File: src/rtl/ssi_pkg.sv
// ssi_pkg: shared widths, gate-library bus field positions and debounce default.
package ssi_pkg;
  localparam int SSI_IN_W             = 15;
  localparam int SSI_DEBOUNCE_DEFAULT = 1000000;
  localparam int SSI_AND_LSB          = 0;
  localparam int SSI_OR_LSB           = 2;
  localparam int SSI_NOT_LSB          = 4;
  localparam int SSI_NAND_LSB         = 5;
  localparam int SSI_NOR_LSB          = 7;
  localparam int SSI_XOR_LSB          = 9;
  localparam int SSI_XNOR_LSB         = 11;
  localparam int SSI_TRI_LSB          = 13;
endpackage

File: src/rtl/ssi_debounce_bit.sv
// ssi_debounce_bit: two-flop synchroniser, hold counter and edge strobes for one switch.
module ssi_debounce_bit
  import ssi_pkg::*;
#(
  parameter int DEBOUNCE_CYCLES = SSI_DEBOUNCE_DEFAULT
) (
  input  logic clk,
  input  logic rst_n,
  input  logic i_raw,
  output logic o_stable,
  output logic o_rise,
  output logic o_fall,
  output logic o_accept
);
  localparam int CNT_W = $clog2(DEBOUNCE_CYCLES + 1);
  logic             r_s1, r_s2;
  logic [CNT_W-1:0] r_cnt;
  logic             w_diff;
  always_comb begin
    w_diff   = r_s2 ^ o_stable;
    o_accept = w_diff && (r_cnt == CNT_W'(DEBOUNCE_CYCLES - 1));
  end
  // Counter restarts whenever the synced level agrees with the accepted one.
  always_ff @(posedge clk) begin
    if (!rst_n) begin
      r_s1     <= 1'b0;
      r_s2     <= 1'b0;
      r_cnt    <= '0;
      o_stable <= 1'b0;
      o_rise   <= 1'b0;
      o_fall   <= 1'b0;
    end else begin
      r_s1     <= i_raw;
      r_s2     <= r_s1;
      r_cnt    <= (!w_diff || o_accept) ? '0 : r_cnt + 1'b1;
      o_stable <= o_accept ? r_s2 : o_stable;
      o_rise   <= o_accept & r_s2;
      o_fall   <= o_accept & ~r_s2;
    end
  end
endmodule

File: src/rtl/ssi_switch_conditioner.sv
// ssi_switch_conditioner: debounced switch bus for the gate library plus per-bit and aggregate change strobes.
module ssi_switch_conditioner
  import ssi_pkg::*;
#(
  parameter int WIDTH           = SSI_IN_W,
  parameter int DEBOUNCE_CYCLES = SSI_DEBOUNCE_DEFAULT
) (
  input  logic             clk,
  input  logic             rst_n,
  input  logic [WIDTH-1:0] sw_raw,
  output logic [WIDTH-1:0] sw_stable,
  output logic [WIDTH-1:0] sw_rise,
  output logic [WIDTH-1:0] sw_fall,
  output logic             sw_changed
);
  logic [WIDTH-1:0] w_accept;
  for (genvar i = 0; i < WIDTH; i++) begin : g_bit
    ssi_debounce_bit #(.DEBOUNCE_CYCLES(DEBOUNCE_CYCLES)) u_bit (
      .clk      (clk),
      .rst_n    (rst_n),
      .i_raw    (sw_raw[i]),
      .o_stable (sw_stable[i]),
      .o_rise   (sw_rise[i]),
      .o_fall   (sw_fall[i]),
      .o_accept (w_accept[i])
    );
  end
  // Registered from the same acceptance terms so it lines up with the per-bit strobes.
  always_ff @(posedge clk) begin
    if (!rst_n) sw_changed <= 1'b0;
    else        sw_changed <= |w_accept;
  end
endmodule

File: config.mk
export PLATFORM = sky130hd
export DESIGN_NAME = ssi_switch_conditioner
export DESIGN_NICKNAME = d
export VERILOG_FILES = /design/src/rtl/ssi_pkg.sv /design/src/rtl/ssi_debounce_bit.sv /design/src/rtl/ssi_switch_conditioner.sv
export SDC_FILE = /design/constraint.sdc
export NUM_CORES = 1
export LEC_CHECK = 0
export BUFFER_PORTS_ARGS = -buffer_cell sky130_fd_sc_hd__clkbuf_2
export CORE_ASPECT_RATIO = 2
export CORE_MARGIN = 10
export CORE_UTILIZATION = 50
export CTS_CLUSTER_SIZE = 40
export DETAILED_ROUTE_END_ITERATION = 10
export PLACE_DENSITY = 0.67
export SLEW_MARGIN = 20
export SYNTH_ARGS = -nofsm -noshare
export SYNTH_HDL_FRONTEND = slang
export SYNTH_SLANG_ARGS = --single-unit
File: constraint.sdc
create_clock -name clk -period 5.37 [get_ports clk]
set_input_delay 0.2685 -clock clk [delete_from_list [all_inputs] [get_ports clk]]
set_output_delay 0.2685 -clock clk [all_outputs]
set_load 0.01 [all_outputs]
==> impl_metrics.xml <==
<?xml version="1.0" encoding="UTF-8"?>
<metrics>
  <group name="outcome">
    <metric name="result_of_the_run" unit="">complete, no violations</metric>
  </group>
  <group name="synthesis">
    <metric name="post-synth-top-area-fraction" unit="%">47.56</metric>
    <metric name="netlist-cell-type-count" unit="">40</metric>
    <metric name="synth_warnings" unit="">0</metric>
    <metric name="dominantRegCellSynth" unit="">dfxtp_1</metric>
    <metric name="post_synth_inst_count" unit="">1778</metric>
    <metric name="synth-seq-area-share" unit="%">47.56</metric>
    <metric name="synth_largest_area_cell" unit="">dfxtp_1</metric>
    <metric name="synth-edff-count" unit="">0</metric>
    <metric name="mappedNetlistArea" unit="um2">15830</metric>
    <metric name="ys_top_cells_by_area" unit="">dfxtp_1, xnor2_1, nor2_1, xor2_1, nand3_1</metric>
    <metric name="synth_area_per_cell" unit="um2">8.902</metric>
    <metric name="netlist_top_cells_count" unit="">dfxtp_1, nor2_1, xnor2_1, xor2_1, nand3_1</metric>
    <metric name="synth-async-reset-ratio" unit="%">0</metric>
    <metric name="flip_flop_and_latch_count_after_synthesis" unit="">376</metric>
    <metric name="synth_fp_nets" unit="">1810</metric>
    <metric name="library_cell_with_the_highest_instance_count_after_synthesis" unit="">dfxtp_1</metric>
  </group>
  <group name="timing">
    <metric name="max_freq" unit="MHz">388.6</metric>
    <metric name="post_route_clock_period_utilization" unit="%">47.92</metric>
    <metric name="fin_worst_hold_slack" unit="ns">0.3680</metric>
    <metric name="final_min_period" unit="ns">2.573</metric>
    <metric name="worst_slew_pin_slew" unit="ns">1.043</metric>
    <metric name="setup_violations" unit="">0</metric>
    <metric name="final_max_slew_viol_count" unit="">0</metric>
    <metric name="hold_violations" unit="">0</metric>
    <metric name="setup-tns-final" unit="ns">0</metric>
    <metric name="timing.max_slew.rel_slack" unit="%">29.79</metric>
    <metric name="rsz0062_at_grt" unit="">false</metric>
    <metric name="finClkSkew" unit="ns">0.01619</metric>
  </group>
  <group name="drt">
    <metric name="drtPass1Iterations" unit="">7</metric>
    <metric name="drt-wirelength-per-cell" unit="um">13.33</metric>
    <metric name="drt-total-wl" unit="um">30040</metric>
    <metric name="route.detailed.vias_per_inst" unit="">5.182</metric>
    <metric name="vias" unit="">11681</metric>
    <metric name="drtIter0Drc" unit="">449</metric>
    <metric name="drc" unit="">0</metric>
    <metric name="drtAntennaViolNets" unit="">0</metric>
  </group>
  <group name="worst_setup_path">
    <metric name="crit_path_end_kind" unit="">flop</metric>
    <metric name="cp-startpoint" unit="">g_bit[3].u_bit.r_cnt[10]</metric>
    <metric name="cp_max_fo" unit="">20</metric>
    <metric name="cp.arrival" unit="ns">2.96</metric>
    <metric name="crit-reg2reg-launch" unit="">g_bit[3].u_bit.r_cnt[10]</metric>
    <metric name="critical_path_required" unit="ns">5.75</metric>
    <metric name="startpoint_kind_of_the_worst_setup_timing_path" unit="">flop</metric>
    <metric name="criticalPathCategory" unit="">reg2reg</metric>
  </group>
  <group name="floorplan">
    <metric name="initial_standard_cell_utilization_of_the_core" unit="%">50.37</metric>
    <metric name="floorplan.die.width" unit="um">145.8</metric>
    <metric name="rows" unit="">92</metric>
    <metric name="core_area" unit="um2">31430</metric>
    <metric name="top_level_ports" unit="">63</metric>
    <metric name="area_of_the_die" unit="um2">39600</metric>
    <metric name="die-height" unit="um">271.6</metric>
  </group>
  <group name="grt">
    <metric name="grtUsageTotal" unit="%">15.04</metric>
    <metric name="number_of_antenna_violations_at_the_first_check_in_global_routing" unit="">0</metric>
    <metric name="grt_start_max_net_pins" unit="">57</metric>
    <metric name="first_pass_grt_wire_length" unit="um">51920</metric>
    <metric name="grt_overflow" unit="">0</metric>
    <metric name="first_global_vias" unit="">11587</metric>
  </group>
  <group name="placement">
    <metric name="placedCellCount" unit="">2179</metric>
    <metric name="place.port_buffers" unit="">62</metric>
    <metric name="area_of_placed_instances" unit="um2">16190</metric>
    <metric name="gp_congestion" unit="">0.8237</metric>
    <metric name="detailed_placement_wirelength_estimate" unit="um">21210</metric>
  </group>
  <group name="clock_network">
    <metric name="ctsLongestPathBuffers" unit="">3</metric>
    <metric name="clk_latency" unit="ns">0.53</metric>
    <metric name="cts_max_level" unit="">2</metric>
    <metric name="post-cts-setup-buffers" unit="">0</metric>
    <metric name="cts_inserted_buffers" unit="">34</metric>
    <metric name="clk_root_buffer_cell" unit="">clkbuf_16</metric>
    <metric name="cts_tree" unit="">yes</metric>
    <metric name="cts.sink_count" unit="">376</metric>
    <metric name="clkSlewWorstSetupHoldPaths" unit="ns">0.07</metric>
  </group>
  <group name="pwr">
    <metric name="internal_power" unit="mW">4.253</metric>
    <metric name="post-layout-total-power" unit="mW">5.337</metric>
    <metric name="switching_share" unit="%">20.31</metric>
    <metric name="total_power_density_per_cell_area" unit="nW/um2">305.3</metric>
    <metric name="p_sw" unit="mW">1.084</metric>
    <metric name="share_seq_of_total_power" unit="%">52.7</metric>
    <metric name="irDropWorstVdd" unit="uV">299.7</metric>
    <metric name="clkPwrFrac" unit="%">46.1</metric>
    <metric name="combinationalPowerShare" unit="%">1.2</metric>
    <metric name="cellLeakagePower" unit="nW">5.520</metric>
  </group>
  <group name="final_layout">
    <metric name="layout-drive-gt1-share" unit="%">6.881</metric>
    <metric name="diodes" unit="">0</metric>
    <metric name="num-nets-final" unit="">1839</metric>
    <metric name="areaGrowthSynthToFinish" unit="%">10.46</metric>
    <metric name="layout.cell_area.non_filler" unit="um2">17480</metric>
    <metric name="non_filler_instances" unit="">2254</metric>
  </group>
  <group name="min_path">
    <metric name="min_path_type" unit="">in2reg</metric>
    <metric name="holdCritStartpoint" unit="">rst_n</metric>
  </group>
  <group name="flow_run">
    <metric name="maxCapViolations" unit="">0</metric>
  </group>
</metrics>
-- cells in the final DEF, fill, tap and decap left out, types with 2 or more instances in the layout --
master           n
nand3_1        109
nor2_1         363
clkbuf_1         7
nand3b_1         9
ha_1            15
or3_1           12
clkinvlp_4       5
xnor2_1        156
nor3b_1         37
mux2i_1          8
and3_1          26
nor4bb_1         7
or4b_1           2
inv_1           44
nor2b_1          7
nor4b_1         23
o32ai_1          3
and4_1          31
xor2_1         123
nor4_1          23
dlygate4sd3_1   15
o211ai_1         5
or2_2            4
clkbuf_2        62
nand4_1         62
clkbuf_16       37
bufinv_16        2
a21oi_1         13
and2_1          40
clkbuf_8         5
o21ai_0         13
clkinv_2         3
dfxtp_1        376
or4_1            7
buf_4            7
nand2_1        103
nor3_1          58
-- final timing paths --
| kind | endpoint | slack, ns | cells after the start |
|---|---|---|---|
| hold reg to reg | g_bit[2].u_bit.r_s2 | 0.43 | 1 |
| hold / removal | g_bit[8].u_bit.o_rise | 0.37 | 4 |
| setup reg to reg | g_bit[3].u_bit.r_cnt[16] | 2.80 | 5 |
| setup / recovery | g_bit[3].u_bit.r_cnt[16] | 2.80 | 5 |
-- critical path: stages, from the launching register on --
cell and delay (ns):
dfxtp_1 0.34, or4b_1 0.51, or4_1 0.59, or2_1 0.27
nand3_1 0.60, nor2_1 0.12
-- state kept, by name, summed over array words and instances (netlist names) --
signal,flops
g_bit.u_bit.r_s2,15
sw_changed,1
g_bit.u_bit.o_fall,15
g_bit.u_bit.o_rise,15
g_bit.u_bit.r_cnt,300
g_bit.u_bit.r_s1,15
g_bit.u_bit.o_stable,15
-- cell families after synthesis --
group,synth area share (%)
simple gates,29.57
buf+inv,4.387
fa+ha+maj,1.186
compound gates,1.360
mux,0.5059
flops,47.56
xor+xnor,15.44
-- metrics by stage --
step                util (%)  setup slack (ns)
finish                 55.63             2.797
global route           55.63             2.651
CTS                    55.63             2.794
detailed placement     51.52             2.800
global placement       51.52             2.877
floorplan                  -             3.363
-- power groups by stage --
stage / logic, mW / clock network (mW) / registers [mW]
2_1_floorplan: 0.0380 / 0 / 2.87
3_3_place_gp: 0.0544 / 0 / 2.87
3_5_place_dp: 0.0552 / 0 / 2.87
4_1_cts: 0.0639 / 2.54 / 2.81
5_1_grt: 0.0710 / 2.64 / 2.81
6_report: 0.0626 / 2.46 / 2.81
-- layer usage --
layer | vias to the layer above | part of all wire [%] | GRT usage, % | wire, um
li1 | 5980 | - | - | -
met4 | 0 | 3.4 | 6.227 | 1026
met5 | - | 0 | 0 | 0
met1 | 5481 | 41 | 15.56 | 12170
met3 | 62 | 3.6 | 2.800 | 1085
met2 | 158 | 52 | 28.72 | 15760
-- final cells by class --
class                   count  area (um2)
inverters                  44       165.2
repair buffers             84       513.0
well taps                 423       529.3
multi-input cells        1267        7606
clock inverters            11       121.4
fillers                  2827       13940
flip-flops and latches    376        7527
clock buffers              49        1021
-- what timing repair did --
item                      CTS  global route
hold buffers               15             0
resized for setup           0             0
hold endpoints to repair   15             0
No activity file was read; power rests on OpenSTA's default activity.
